<file path="src/rtl/cpu_fetch_pkg.sv">
// Shared types and constants for the instruction fetch path.
package cpu_fetch_pkg;

  localparam int unsigned INSTR_W             = 32;
  localparam int unsigned BYTES_PER_WORD      = 4;
  localparam int unsigned LANE_W              = $clog2(BYTES_PER_WORD);
  localparam logic [INSTR_W-1:0] RESET_INSTR_DEFAULT = 32'h0000_0000;

  typedef enum logic {
    IDLE = 1'b0,
    READ = 1'b1
  } fetch_state_e;

  typedef logic [LANE_W-1:0] lane_t;

endpackage

</file>
<file path="src/rtl/fetch_byte_assembler.sv">
// Lane-indexed 4x8 capture register; presents the little-endian word {b3,b2,b1,b0}.
module fetch_byte_assembler
  import cpu_fetch_pkg::*;
(
  input  logic               clk,
  input  logic               rst,
  input  logic               load_en,
  input  lane_t              load_lane,
  input  logic [7:0]         load_data,
  output logic [INSTR_W-1:0] word
);

  logic [BYTES_PER_WORD-1:0][7:0] lanes_q;
  logic [BYTES_PER_WORD-1:0][7:0] lanes_d;

  always_comb begin
    lanes_d = lanes_q;
    if (load_en) begin
      lanes_d[load_lane] = load_data;
    end
  end

  always_ff @(posedge clk) begin
    if (rst) begin
      lanes_q <= '0;
    end else begin
      lanes_q <= lanes_d;
    end
  end

  // Word already includes the byte being captured this cycle, so the
  // controller can latch the full instruction on the final-lane edge.
  assign word = lanes_d;

endmodule

</file>
<file path="src/rtl/instr_fetch_ctrl.sv">
// Byte-serial instruction fetch sequencer with a one-entry fetch buffer.
module instr_fetch_ctrl
  import cpu_fetch_pkg::*;
#(
  parameter int unsigned      ADDR_WIDTH  = 10,
  parameter logic [31:0]      RESET_INSTR = RESET_INSTR_DEFAULT
) (
  input  logic                  CLK,
  input  logic                  RESET,
  input  logic [31:0]           PC,
  input  logic                  FETCH,
  input  logic                  FLUSH,
  output logic [31:0]           INSTRUCTION,
  output logic                  BUSYWAIT,
  output logic                  FETCH_ERR,
  output logic                  MEM_READ,
  output logic [ADDR_WIDTH-1:0] MEM_ADDR,
  input  logic [7:0]            MEM_RDATA
);

  localparam lane_t LAST_LANE = lane_t'(BYTES_PER_WORD - 1);

  fetch_state_e          state_q, state_d;
  logic [ADDR_WIDTH-1:0] base_q, base_d;
  lane_t                 cnt_q, cnt_d;
  logic [ADDR_WIDTH-1:0] mem_addr_q, mem_addr_d;
  logic                  mem_read_q, mem_read_d;
  logic [31:0]           instr_q, instr_d;
  logic                  buf_valid_q, buf_valid_d;
  logic [ADDR_WIDTH-1:0] buf_addr_q, buf_addr_d;
  logic                  fetch_err_q, fetch_err_d;
  logic                  flush_pend_q, flush_pend_d;

  logic                  hit;
  logic                  err;
  logic [INSTR_W-1:0]    asm_word;

  assign hit = buf_valid_q & (PC == 32'(buf_addr_q));
  assign err = (PC[1:0] != 2'b00) | ((PC >> ADDR_WIDTH) != 32'd0);

  fetch_byte_assembler u_asm (
    .clk       (CLK),
    .rst       (RESET),
    .load_en   (state_q == READ),
    .load_lane (cnt_q),
    .load_data (MEM_RDATA),
    .word      (asm_word)
  );

  always_comb begin
    state_d      = state_q;
    base_d       = base_q;
    cnt_d        = cnt_q;
    mem_addr_d   = mem_addr_q;
    mem_read_d   = mem_read_q;
    instr_d      = instr_q;
    buf_valid_d  = buf_valid_q;
    buf_addr_d   = buf_addr_q;
    fetch_err_d  = 1'b0;
    flush_pend_d = flush_pend_q;

    unique case (state_q)
      IDLE: begin
        if (FLUSH) begin
          buf_valid_d = 1'b0;
          instr_d     = RESET_INSTR;
        end
        if (FETCH && err) begin
          fetch_err_d = 1'b1;
        end else if (FETCH && !hit) begin
          base_d       = PC[ADDR_WIDTH-1:0];
          cnt_d        = '0;
          mem_addr_d   = PC[ADDR_WIDTH-1:0];
          mem_read_d   = 1'b1;
          flush_pend_d = 1'b0;
          state_d      = READ;
        end
      end
      READ: begin
        if (FLUSH) begin
          flush_pend_d = 1'b1;
        end
        if (cnt_q == LAST_LANE) begin
          // A flush seen at any point of the fetch still delivers the word
          // but leaves the buffer invalid, so the next request refetches.
          instr_d      = asm_word;
          buf_addr_d   = base_q;
          buf_valid_d  = ~(flush_pend_q | FLUSH);
          mem_read_d   = 1'b0;
          cnt_d        = '0;
          flush_pend_d = 1'b0;
          state_d      = IDLE;
        end else begin
          cnt_d      = cnt_q + lane_t'(1);
          mem_addr_d = mem_addr_q + ADDR_WIDTH'(1);
        end
      end
      default: state_d = IDLE;
    endcase
  end

  always_ff @(posedge CLK) begin
    if (RESET) begin
      state_q      <= IDLE;
      base_q       <= '0;
      cnt_q        <= '0;
      mem_addr_q   <= '0;
      mem_read_q   <= 1'b0;
      instr_q      <= RESET_INSTR;
      buf_valid_q  <= 1'b0;
      buf_addr_q   <= '0;
      fetch_err_q  <= 1'b0;
      flush_pend_q <= 1'b0;
    end else begin
      state_q      <= state_d;
      base_q       <= base_d;
      cnt_q        <= cnt_d;
      mem_addr_q   <= mem_addr_d;
      mem_read_q   <= mem_read_d;
      instr_q      <= instr_d;
      buf_valid_q  <= buf_valid_d;
      buf_addr_q   <= buf_addr_d;
      fetch_err_q  <= fetch_err_d;
      flush_pend_q <= flush_pend_d;
    end
  end

  assign BUSYWAIT    = (state_q != IDLE) | (FETCH & ~hit & ~err);
  assign INSTRUCTION = instr_q;
  assign FETCH_ERR   = fetch_err_q;
  assign MEM_READ    = mem_read_q;
  assign MEM_ADDR    = mem_addr_q;

endmodule

</file>
<file path="config.mk">
export PLATFORM = sky130hd
export DESIGN_NAME = instr_fetch_ctrl
export DESIGN_NICKNAME = d
export VERILOG_FILES = /design/src/rtl/cpu_fetch_pkg.sv /design/src/rtl/fetch_byte_assembler.sv /design/src/rtl/instr_fetch_ctrl.sv
export SDC_FILE = /design/constraint.sdc
export NUM_CORES = 1
export LEC_CHECK = 0
export ABC_AREA = 1
export BUFFER_PORTS_ARGS = -buffer_cell sky130_fd_sc_hd__buf_2
export CAP_MARGIN = 20
export CORE_MARGIN = 2
export CORE_UTILIZATION = 48
export CTS_CLUSTER_SIZE = 16
export DETAILED_ROUTE_END_ITERATION = 7
export MAX_ROUTING_LAYER = met4
export PLACE_DENSITY = 0.79
export SETUP_SLACK_MARGIN = 0.02
export SLEW_MARGIN = 20
export SYNTH_ARGS = -nofsm -noshare
export SYNTH_HDL_FRONTEND = slang
export SYNTH_SLANG_ARGS = --single-unit
</file>
<file path="constraint.sdc">
create_clock -name CLK -period 1.5 [get_ports CLK]
set_clock_uncertainty 0.1 [all_clocks]
set_input_delay 0.225 -clock CLK [delete_from_list [all_inputs] [get_ports CLK]]
set_output_delay 0.225 -clock CLK [all_outputs]
set_load 0.03 [all_outputs]
</file>
==> results of run 1 <==
-- through the flow --
| stage | setup TNS (ns) | std cells | total power (W) |
|---|---|---|---|
| global route | -11.21 | 752 | 0.00533 |
| floorplan | -0.0159 | 520 | 0.00308 |
| global placement | -2.31 | 726 | 0.00336 |
| detailed placement | -3.07 | 726 | 0.00338 |
| CTS | -6.24 | 747 | 0.00506 |
| finish | -6.28 | 752 | 0.00513 |
-- what timing repair did --
action                     4_1_cts  5_1_grt
buffers inserted                 5        5
resized for setup               43       48
setup endpoints to repair       49       54
gates cloned                     1        1
pin swaps                       13       12
-- area by class of cell --
type / count / share of cell area
multi-input combinational: 359 / 0.377
sequential: 93 / 0.351
timing repair buffer: 144 / 0.187
clock buffer: 10 / 0.0256
inverter: 35 / 0.0245
tap: 105 / 0.0245
clock inverter: 6 / 0.0102
-- logic make-up after synthesis --
kind of cell	share of synthesized area
simple gates	0.280
compound gates	0.155
flops	0.473
xor+xnor	0.00668
buf+inv	0.0697
fa+ha+maj	0.0159
-- state kept, by name, indices dropped and copies added (netlist names) --
register	flops
FETCH_ERR	1
INSTRUCTION	32
MEM_ADDR	10
MEM_READ	1
base_q	10
buf_addr_q	10
buf_valid_q	1
cnt_q	2
flush_pend_q	1
state_q	1
u_asm.lanes_q	24
-- worst paths after layout --
path | start | end | slack, ns | depth (start not counted)
max reg2reg | buf_addr_q[3]$_SDFFE_PP0P_ | MEM_ADDR[8]$_SDFFE_PP0P_ | -0.33 | 15
min reg2reg | base_q[0]$_SDFFE_PP0P_ | base_q[0]$_SDFFE_PP0P_ | 0.34 | 2
max | buf_addr_q[3]$_SDFFE_PP0P_ | BUSYWAIT | -0.43 | 10
min | PC[7] | base_q[7]$_SDFFE_PP0P_ | 0.03 | 3
-- layout by cell type, fill, tap and decap left out, types with 12 or more instances in the layout --
cell,Yosys,routed
a21oi_2,1,14
dfxtp_1,93,79
nand3_1,39,39
nor2_2,6,15
a32o_1,24,24
nor3_2,0,12
nand2_1,83,79
buf_2,9,87
nor2_1,90,80
a21oi_1,39,24
dfxtp_2,0,12
buf_4,0,40
o21ai_0,29,21
nor3_1,24,12
inv_1,32,27
-- metal layers --
layer,track usage,vias to the layer above,routed length (um),part of all wire
met3,0.0391,26,510,0.046
li1,-,1979,-,-
met2,0.420,109,5650,0.51
met1,0.283,1862,4650,0.42
met5,-,-,0,0
met4,0.0857,0,232,0.021
-- power by group through the flow --
stage	Combinational [W]	Sequential, W	Clock [W]
floorplan	0.000370	0.00271	0
global placement	0.000708	0.00266	0
detailed placement	0.000722	0.00266	0
CTS	0.000795	0.00261	0.00166
global route	0.000946	0.00262	0.00176
finish	0.000876	0.00261	0.00164
-- worst max-delay path: cells and delay by family, from the launching register on --
kind / cells / cell delay [ns]
simple gates: 8 / 0.73
buf+inv: 2 / 0.19
flops: 1 / 0.34
==> impl_metrics.tcl, run 1 <==
set metrics [dict create \
    outcome "finished with violations" \
    violations "setup timing" \
    async_flop_share 0 \
    crit_path_end_kind "primary output" \
    cts.root.buffer_cell "clkbuf_8" \
    dr.first_iter.drc_count 338 \
    gp_congestion 0.888 \
    cts.clk_slew.worst_paths_ns 0.09 \
    netSwitchingFraction 0.300 \
    drv_cap 0 \
    power_frac_clock 0.320 \
    synth_nets 569 \
    p_int_w 0.00359 \
    fin_ws_ns -0.430 \
    final_antenna_net_count 0 \
    syn_area_per_cell_um2 7.56 \
    ys_seq_area_frac 0.473 \
    relSlewSlack 0.698 \
    num_vias 3976 \
    start_kind "flop" \
    synthToLayoutAreaGrowth_pct 36.5 \
    n_antenna_cell 0 \
    synth_seq_cells 93 \
    dieArea_um2 8940 \
    rsz0062_at_grt "yes" \
    worstMarginPinSlew_ns 0.454 \
    fp.dieH_um 94.5 \
    power_density_nw_per_um2 954 \
    synthesis.area_um2 3930 \
    multi_input_area_um2 2030 \
    ios 89 \
    die_x_um 94.5 \
    critical_path_class "reg2out" \
    yosys_warnings 0 \
    holdWs_ns 0.0341 \
    synthCells 520 \
    holdBufCountCts 0 \
    nets 691 \
    cts_made_buffers 9 \
    synth_area_leaders "dfxtp_1 47%, nor2_1 8.6%, nand2_1 7.9%" \
    crit_arrival_ns 1.61 \
    wl_um 11000 \
    wl_per_cell_um 14.7 \
    yosysTopAreaCell "dfxtp_1" \
    combPwrFrac 0.171 \
    drt-vias-per-instance 5.29 \
    timing.final.crit_share 1.29 \
    io_buffer_count 88 \
    fillers 636 \
    slew_violations 0 \
    max_clock_freq_mhz 518 \
    core_um2 8090 \
    regArea_um2 1880 \
    firstDrtPassIters 5 \
    grt_pass1_vias 3561 \
    track_usage 0.242 \
    synthFlopType "dfxtp_1" \
    cts_max_path_buffers 2 \
    final_cell_area_um2 5370 \
    crit_chain "inv_2, nand2_1, nand2_1, nor2_1, nand3_1, nor2_1, nand2_1, nand3b_1, nand2_2, buf_6" \
    hold_viol_final 0 \
    yosysMostFrequentCell "dfxtp_1" \
    seqPwrFrac 0.510 \
    slowest_delay_ns 0.34 \
    drcViolationCount 0 \
    core.rowCount 33 \
    hpwl_um 6990 \
    synth-edff-count 0 \
    final_core_util 0.664 \
    antenna_found_initial 0 \
    synth_top_cell_area_share 0.473 \
    finalSetupViolations 27 \
    synth_common_cells "93 x dfxtp_1, 90 x nor2_1, 83 x nand2_1" \
    p_leak_nw 2.43 \
    timing.final.crit_period_ns 1.93 \
    synthDistinctLibCells 28 \
    cts_tree "built" \
    crit_fanout 3 \
    hp-class "in2reg" \
    cp.required_ns 1.17 \
    crit_path_top_delay_cell "dfxtp_2" \
    p_switching_w 0.00154 \
    cts_sinks 93 \
    grt_max_degree 69 \
    place_area_um2 4810 \
    ir_worst_vdd_v 0.000745 \
    grt_pass1_wl_um 16600 \
    insertion_delay_ns 0.37 \
    overflow 0 \
    dp_slack_ns -0.176 \
    h-tree-depth 3 \
    start_util 0.486 \
    drive_gt1_frac 0.382 \
    crit_top_cell "nand2_1" \
]
Note: power is estimated with default switching activity, not from simulation.
==> run 2, diff against run 1 <==
REMOVE_ABC_BUFFERS = 1   (was not set)
SLEW_MARGIN = not set   (was 20)
==> impl_metrics.tcl, run 2 (synthesis gave the netlist of run 1 again) <==
set metrics [dict create \
    nets 691 \
    io_buffer_count 88 \
    final_cell_area_um2 5460 \
    synthToLayoutAreaGrowth_pct 38.7 \
    final_cell_mix "87 x buf_2, 82 x dfxtp_1, 72 x nor2_1, 72 x nand2_1, 41 x buf_4" \
    rsz0062_at_grt "yes" \
    drive_gt1_frac 0.419 \
    hpwl_um 7280 \
    p_leak_nw 2.47 \
    core.rowCount 33 \
    grt_pass1_vias 3784 \
    wl_per_cell_um 14.8 \
    firstDrtPassIters 5 \
    max_clock_freq_mhz 510 \
    drt-vias-per-instance 5.30 \
    crit_path_end_kind "primary output" \
    slowest_delay_ns 0.35 \
    power_density_nw_per_um2 940 \
    overflow 0 \
    crit_fanout 2 \
    final_cell_count_no_fill 752 \
    crit_top_cell "nand2_1" \
    cts_sinks 93 \
    largest_reg_flops 32 \
    hold_viol_final 0 \
    insertion_delay_ns 0.37 \
    final_antenna_net_count 0 \
    start_kind "flop" \
    cts.root.buffer_cell "clkbuf_8" \
    die_x_um 94.5 \
    drcViolationCount 0 \
    wl_um 11100 \
    relSlewSlack 0.740 \
    cpLargestDelayFamily "simple AND/OR/NAND/NOR gates" \
    crit_path_top_delay_cell "dfxtp_2" \
    dieArea_um2 8940 \
    ios 89 \
    gp_congestion 0.857 \
    timing.final.crit_share 1.31 \
    worstMarginPinSlew_ns 0.385 \
    path_buf_inv 2 \
    crit_chain "inv_2, nand2_1, nand2_1, nor2_2, nand2_1, nor2_1, nand2_1, nand3b_1, nand2_2, buf_6" \
    cp.required_ns 1.17 \
    track_usage 0.257 \
    place_area_um2 4780 \
    grt_pass1_wl_um 17500 \
    cts_max_path_buffers 2 \
    drv_cap 0 \
    dr.first_iter.drc_count 163 \
    fin_ws_ns -0.461 \
    hp-class "in2reg" \
    grt_max_degree 43 \
    holdWs_ns 0.0475 \
    timing.final.crit_period_ns 1.96 \
    core_um2 8090 \
    violations "setup timing" \
    ir_worst_vdd_v 0.000775 \
    placedCellCount 729 \
    critical_path_class "reg2out" \
    h-tree-depth 3 \
    cts_made_buffers 9 \
    start_util 0.486 \
    cts_tree "built" \
    crit_arrival_ns 1.64 \
    fp.dieH_um 94.5 \
    finalSetupViolations 26 \
    antenna_found_initial 0 \
    cts.clk_slew.worst_paths_ns 0.10 \
    outcome "finished with violations" \
    n_antenna_cell 0 \
    slew_violations 0 \
    num_vias 3985 \
    layout_commonest_cell "buf_2" \
]
run 2: cell count changes in the layout (fill, tap and decap cells not counted), moves of 3 or more:
cell,change
nand2_1,-7
nor2_2,+3
dfxtp_2,-3
nor2_1,-8
nand2_4,+3
dfxtp_1,+3
nand2_2,+4
nor3_2,+6
a21oi_1,-8
a21oi_2,+10
nor3_1,-6
nor2_4,+5
run 2: what timing repair did:
item,4_1_cts,5_1_grt
gates resized for setup,61,77
gates cloned,1,1
buffers inserted,14,3
hold buffers,0,0
pin swaps,21,18
endpoints found under the setup margin,58,59
hold endpoints to repair,0,0
run 2: tightest hold or removal path: cells and delay by family:
| kind | cells | cell delay (ns) |
|---|---|---|
| AND/OR/NAND/NOR | 2 | 0.14 |
| buffers and inverters | 1 | 0.13 |
run 2: worst paths after layout:
check / to / depth (start not counted) / start / slack [ns]
min: INSTRUCTION[29]$_SDFFE_PP0P_ / 3 / MEM_RDATA[5] / 0.05
max reg2reg: MEM_ADDR[1]$_SDFFE_PP0P_ / 15 / buf_addr_q[6]$_SDFFE_PP0P_ / -0.44
max: BUSYWAIT / 10 / buf_addr_q[6]$_SDFFE_PP0P_ / -0.46
min reg2reg: base_q[0]$_SDFFE_PP0P_ / 2 / base_q[0]$_SDFFE_PP0P_ / 0.34
run 2: layout make-up:
| type | instances | area, um^2 |
|---|---|---|
| Timing Repair Buffer | 144 | 985 |
| Tap cell | 105 | 131 |
| Sequential cell | 93 | 1880 |
| Clock inverter | 7 | 67.6 |
| Clock buffer | 9 | 124 |
| Fill cell | 650 | 2640 |
| Multi-Input combinational cell | 359 | 2140 |
| Inverter | 35 | 131 |
run 2: layer usage:
| metal | vias up | part of all wire | track usage |
|---|---|---|---|
| li1 | 1977 | - | - |
| met1 | 1858 | 0.40 | 0.297 |
| met2 | 129 | 0.52 | 0.442 |
| met3 | 21 | 0.059 | 0.0591 |
| met4 | 0 | 0.021 | 0.0833 |
| met5 | - | 0 | - |
run 2: metrics by stage:
| step | total power (W) | TNS, ns | setup slack [ns] | util |
|---|---|---|---|---|
| 2_1_floorplan | 0.00304 | -55.83 | -0.994 | - |
| 3_3_place_gp | 0.00335 | -2.05 | -0.121 | 0.591 |
| 3_5_place_dp | 0.00338 | -4.19 | -0.171 | 0.591 |
| 4_1_cts | 0.00506 | -6.52 | -0.400 | 0.642 |
| 5_1_grt | 0.00536 | -11.21 | -0.553 | 0.674 |
| 6_report | 0.00513 | -8.13 | -0.461 | 0.674 |
run 2: where the power goes:
group	internal [W]	total [W]	switching [W]
registers	0.00255	0.00261	0.0000610
logic	0.000356	0.000905	0.000549
clock network	0.000646	0.00162	0.000972
